**config.mk**
```make
export PLATFORM = sky130hd
export DESIGN_NAME = mem_arbiter
export DESIGN_NICKNAME = d
export VERILOG_FILES = /design/src/rtl/mem_arbiter.sv
export SDC_FILE = /design/constraint.sdc
export NUM_CORES = 1
export LEC_CHECK = 0
export CORE_AREA = 2 2 106 108
export DETAILED_ROUTE_END_ITERATION = 16
export DIE_AREA = 0 0 108 110
export HOLD_SLACK_MARGIN = 0.02
export MAX_ROUTING_LAYER = met4
export PLACE_DENSITY = 0.88
export SETUP_SLACK_MARGIN = 0.3
export SKIP_CTS_REPAIR_TIMING = 1
export SYNTH_ARGS = -nofsm -noshare
export SYNTH_HDL_FRONTEND = slang
export SYNTH_SLANG_ARGS = --single-unit
```
**constraint.sdc**
```tcl
create_clock -name clk -period 5.6 [get_ports clk]
set_input_delay 0.56 -clock clk [delete_from_list [all_inputs] [get_ports clk]]
set_output_delay 0.56 -clock clk [all_outputs]
set_load 0.02 [all_outputs]
```
**src/rtl/mem_arbiter.sv**
```systemverilog
`default_nettype none
// ============================================================================
//  Module   : mem_arbiter
//  Purpose  : Shares one fixed-latency single-port synchronous memory between
//             the instruction-fetch port (I) and the data load/store port (D).
//             Only one transaction is in flight at a time. Contention goes to
//             D, or alternates between the ports when MEM_ARB_RR_EN is defined.
//  Options  : MEM_ARB_RR_EN - round-robin arbitration on simultaneous requests
//  Revision : 1.0 - initial release
// ============================================================================
module mem_arbiter #(
  parameter int AW      = 32,
  parameter int DW      = 32,
  parameter int MEM_LAT = 2
) (
  input  logic            clk,
  input  logic            rst_n,
  input  logic            i_req,
  input  logic [AW-1:0]   i_addr,
  output logic            i_ready,
  output logic [DW-1:0]   i_rdata,
  input  logic            d_req,
  input  logic            d_we,
  input  logic [AW-1:0]   d_addr,
  input  logic [DW-1:0]   d_wdata,
  input  logic [DW/8-1:0] d_wstrb,
  output logic            d_ready,
  output logic [DW-1:0]   d_rdata,
  output logic            m_en,
  output logic            m_we,
  output logic [AW-1:0]   m_addr,
  output logic [DW-1:0]   m_wdata,
  output logic [DW/8-1:0] m_wstrb,
  input  logic [DW-1:0]   m_rdata
);

  localparam int CW = 4;  // latency counter width, covers MEM_LAT up to 15
  localparam logic [CW-1:0] C_CNT_LOAD = CW'(MEM_LAT - 1);

  typedef enum logic [1:0] {
    IDLE  = 2'd0,
    ISSUE = 2'd1,
    WAIT  = 2'd2
  } state_t;

  state_t            state_q, state_d;
  logic [CW-1:0]     cnt_q, cnt_d;
  logic              gnt_q, gnt_d;      // winner of the latest grant: 1 = D, 0 = I
  logic              m_we_q, m_we_d;
  logic [AW-1:0]     m_addr_q, m_addr_d;
  logic [DW-1:0]     m_wdata_q, m_wdata_d;
  logic [DW/8-1:0]   m_wstrb_q, m_wstrb_d;
  logic              pick_d;
  logic              done;

`ifdef MEM_ARB_RR_EN
  // On contention serve the port that did not win last time.
  assign pick_d = d_req & (~i_req | ~gnt_q);
`else
  // D always beats I.
  assign pick_d = d_req;
`endif

  // The access completes in the WAIT cycle where the counter has drained.
  assign done    = (state_q == WAIT) && (cnt_q == '0);
  assign i_ready = done & ~gnt_q;
  assign d_ready = done &  gnt_q;
  // A store still returns whatever the memory drives, so force it to zero.
  assign i_rdata = i_ready ? m_rdata : '0;
  assign d_rdata = (d_ready && !m_we_q) ? m_rdata : '0;
  assign m_en    = (state_q == ISSUE);
  assign m_we    = m_we_q;
  assign m_addr  = m_addr_q;
  assign m_wdata = m_wdata_q;
  assign m_wstrb = m_wstrb_q;

  // State, counter, grant and memory-side command registers.
  always_ff @(posedge clk or negedge rst_n) begin
    if (!rst_n) begin
      state_q   <= IDLE;
      cnt_q     <= '0;
      gnt_q     <= 1'b0;
      m_we_q    <= 1'b0;
      m_addr_q  <= '0;
      m_wdata_q <= '0;
      m_wstrb_q <= '0;
    end else begin
      state_q   <= state_d;
      cnt_q     <= cnt_d;
      gnt_q     <= gnt_d;
      m_we_q    <= m_we_d;
      m_addr_q  <= m_addr_d;
      m_wdata_q <= m_wdata_d;
      m_wstrb_q <= m_wstrb_d;
    end
  end

  // Next-state logic; command registers only change on a grant so they hold
  // steady from ISSUE through WAIT for a late-sampling memory.
  always_comb begin
    state_d   = state_q;
    cnt_d     = cnt_q;
    gnt_d     = gnt_q;
    m_we_d    = m_we_q;
    m_addr_d  = m_addr_q;
    m_wdata_d = m_wdata_q;
    m_wstrb_d = m_wstrb_q;
    case (state_q)
      IDLE: begin
        if (i_req || d_req) begin
          gnt_d   = pick_d;
          state_d = ISSUE;
          if (pick_d) begin
            m_we_d    = d_we;
            m_addr_d  = d_addr;
            m_wdata_d = d_wdata;
            m_wstrb_d = d_we ? d_wstrb : '0;
          end else begin
            m_we_d    = 1'b0;
            m_addr_d  = i_addr;
            m_wdata_d = '0;
            m_wstrb_d = '0;
          end
        end
      end
      ISSUE: begin
        cnt_d   = C_CNT_LOAD;
        state_d = WAIT;
      end
      WAIT: begin
        if (cnt_q == '0) begin
          state_d = IDLE;
        end else begin
          cnt_d = cnt_q - 1'b1;
        end
      end
      default: state_d = IDLE;
    endcase
  end

endmodule
`default_nettype wire

```
==> summary.txt <==
STA
  – Setup_tns: 0 ns
  – Fin. Hold Viols: 0
  – Final period utilization: 64.35%
  – RSZ-0062 raised after global routing: false
  – Count of pins over their slew limit: 0
  – Post-Route Skew: 0.003538 ns
  – Min Tclk post-route: 3.604 ns
  – Final setup fails: 0
  – Slew headroom: 35.97%
  – Slew @ Worst Pin: just under 1 ns
  – FMAX: roughly 280 MHz

Run status
  – Status: complete, no violations

Logic synthesis
  – Syn_area_per_cell: 12.32 µm²
  – Seq/Total Area, Yosys: 50.43%
  – Synthesized net count: 445
  – Post-Syn Area: between 3000 and 4000 µm²
  – Unique masters post-synth: 37
  – Synth Register Bits: 76
  – Synth Instances: approximately 300
  – Yosys warnings: 0

Placement
  – Hpwl dp: 9822 µm
  – Final Wtd Congestion: 0.8122
  – Placed Area: roughly 6600 µm²
  – Port Buf Inserts: 272

Detailed routing
  – DR pass1 iterations: 4
  – Drt drc: 0
  – Vias per cell: between 4 and 5
  – Detailed-route via count: 3477
  – Post-route ant nets: 0
  – Initial drt markers: around 180
  – Drt total wl: 12530 µm
  – Wire per inst: around 18 µm

Clock network
  – Root buffer cell: clkbuf_8
  – Reg clk slew, reported paths: about 0.080 ns
  – H-tree depth: 3
  – TritonCTS Buffers: 9
  – TritonCTS clock tree: done
  – Sink Count: 76
  – Worst skew pair latency: approximately 0.34 ns
  – Max clock buf depth: 2

Hold path
  – Min-Delay Path Class: in -> async

Setup path
  – Worst Path Max Fanout: 25
  – Worst path arrival time: slightly above 3 ns
  – Worst EP required: 5.04 ns
  – CP Capture Type: output port
  – CP Launch Type: flop
  – Crit path kind: reg -> out

Floorplan
  – DIE HEIGHT: 110 µm
  – Die W: 108 µm
  – Std-Cell Rows: 38
  – Core Footprint: 10700 µm²
  – Initial Util: around a third
  – I/O Pins: around 270
  – Die area: 11880 µm²

Power
  – Max VDD drop: slightly above 300 µV
  – Power density over the cells: 444.9 nW/µm²
  – Leak: 0.002759 µW

Global routing
  – GRT Total Usage: 20.93%
  – Vias in the first global route: 3645
  – Grt ovf: 0
  – Largest net degree at the start of global routing: 77
  – First-pass GRT wire length: 18330 µm
  – Initial antenna violation count: 1

Layout
  – Area Growth Syn to Fin: 79.43%
  – Share of cells above drive strength 1: 16.38%
  – Final-stage net count: 708
  – Fin area: 6766 µm²

Job
  – Maxcap violations: 0
registers in the layout (all words and copies together), names as in the netlist:
| signal | count |
|---|---|
| cnt_q | 4 |
| gnt_q | 1 |
| m_addr | 32 |
| m_wdata | 32 |
| m_we | 1 |
| m_wstrb | 4 |
| state_q | 2 |
cells in the mapped netlist, drive strengths merged:
library cell / number / area, µm²
nand2: 2 / 7.510
dfrtp: 76 / 1902
nor2: 3 / 11.26
nor3b: 8 / 60.06
o21ai: 1 / 5.000
ha: 2 / 25.02
a32o: 4 / 40.04
a211oi: 1 / 7.510
and2: 58 / 369.1
a31oi: 1 / 6.260
nand3b: 1 / 7.510
or3b: 1 / 11.26
a21oi: 2 / 10.01
clkbuf: 4 / 15.01
or2b: 1 / 8.760
mux2: 64 / 720.7
a21o: 2 / 16.27
nor2b: 3 / 18.77
nand3: 4 / 20.02
a22o: 33 / 289.0
nor4: 1 / 21.27
a2111oi: 1 / 8.760
and3: 1 / 6.260
o2111ai: 1 / 8.760
o31ai: 1 / 7.510
o22ai: 1 / 6.260
buf: 19 / 106.4
nor3: 3 / 26.28
or2: 1 / 6.260
inv: 6 / 22.52
power breakdown:
part	total, µW	switching, µW	internal, µW
clock	412	206	206
sequential	981	177	804
combinational	1620	775	842
routing by layer:
layer / GRT usage, % / wire (µm)
met5: - / 0
met4: 12.09 / 512
met3: 5.409 / 1041
met2: 37.60 / 6586
met1: 20.54 / 4390
metrics by stage:
step | hold slack, ns | instances | util, % | total power, µW | setup WS, ns
after floorplan | 0.2644 | 306 | - | 1837 | 3.273
after global placement | 0.4713 | 698 | 61.43 | 2563 | 2.512
after detailed placement | 0.4737 | 698 | 61.43 | 2615 | 2.368
after CTS | 0.3980 | 714 | 63.23 | 3040 | 1.981
after global routing | 0.4267 | 715 | 63.25 | 3168 | 1.712
final | 0.3683 | 715 | 63.25 | 3010 | 1.996
final timing paths:
path	startpoint	end	slack, ns	depth (start not counted)
setup / recovery	cnt_q[0]$_DFFE_PN0P_	d_rdata[0]	2.00	6
hold / removal	rst_n	m_addr[14]$_DFFE_PN0P_	0.37	1
setup reg to reg	state_q[0]$_DFFE_PN0P_	m_addr[9]$_DFFE_PN0P_	3.38	5
hold reg to reg	m_addr[13]$_DFFE_PN0P_	m_addr[13]$_DFFE_PN0P_	0.49	1
max in group asynchronous	rst_n	m_wdata[24]$_DFFE_PN0P_	4.62	1
min in group clk	m_addr[13]$_DFFE_PN0P_	m_addr[13]$_DFFE_PN0P_	0.49	1
cell usage in the layout, fill, tap and decap left out, types with 2 or more instances in the layout:
cell type and n:
buf_4 4, nor2b_1 3, nand3_1 4, nor2_1 3
ha_1 2, a32o_1 4, nor3_1 2, clkdlybuf4s50_1 271
mux2_1 2, inv_1 5, mux2_2 62, a21oi_1 2
clkbuf_8 9, and2_2 5, nand2_1 2, a22o_1 33
dfrtp_1 76, clkinv_2 2, nor3b_1 8, and2_1 53
clkinv_4 2
layout make-up:
cell class,count,area [µm²]
fillers,866,3931
diodes,1,2.502
well taps,140,175.2
inverters,6,22.52
repair buffers,275,2743
clock inverters,6,65.06
flip-flops and latches,76,1902
clock buffers,10,127.6
multi-input cells,201,1729
worst max-delay path, stage by stage, from the launching register on:
cell and delay [ns]:
dfrtp_1 0.39, inv_1 0.13, ha_1 0.19, or3b_4 0.43, nor4_4 0.68, and2_2 0.27
clkdlybuf4s50_1 0.60
logic make-up (layout without fill, tap and decap cells):
family          count (synthesis)  after routing  share of synthesized area (%)
other cells                     0              1                              0
simple gates                   87             87                          15.23
mux                            64             64                          19.11
flops                          76             76                          50.43
fa+ha+maj                       2              2                         0.6635
compound gates                 48             48                          10.75
buf+inv                        29            297                          3.815
(Power assumes the default switching activity.)
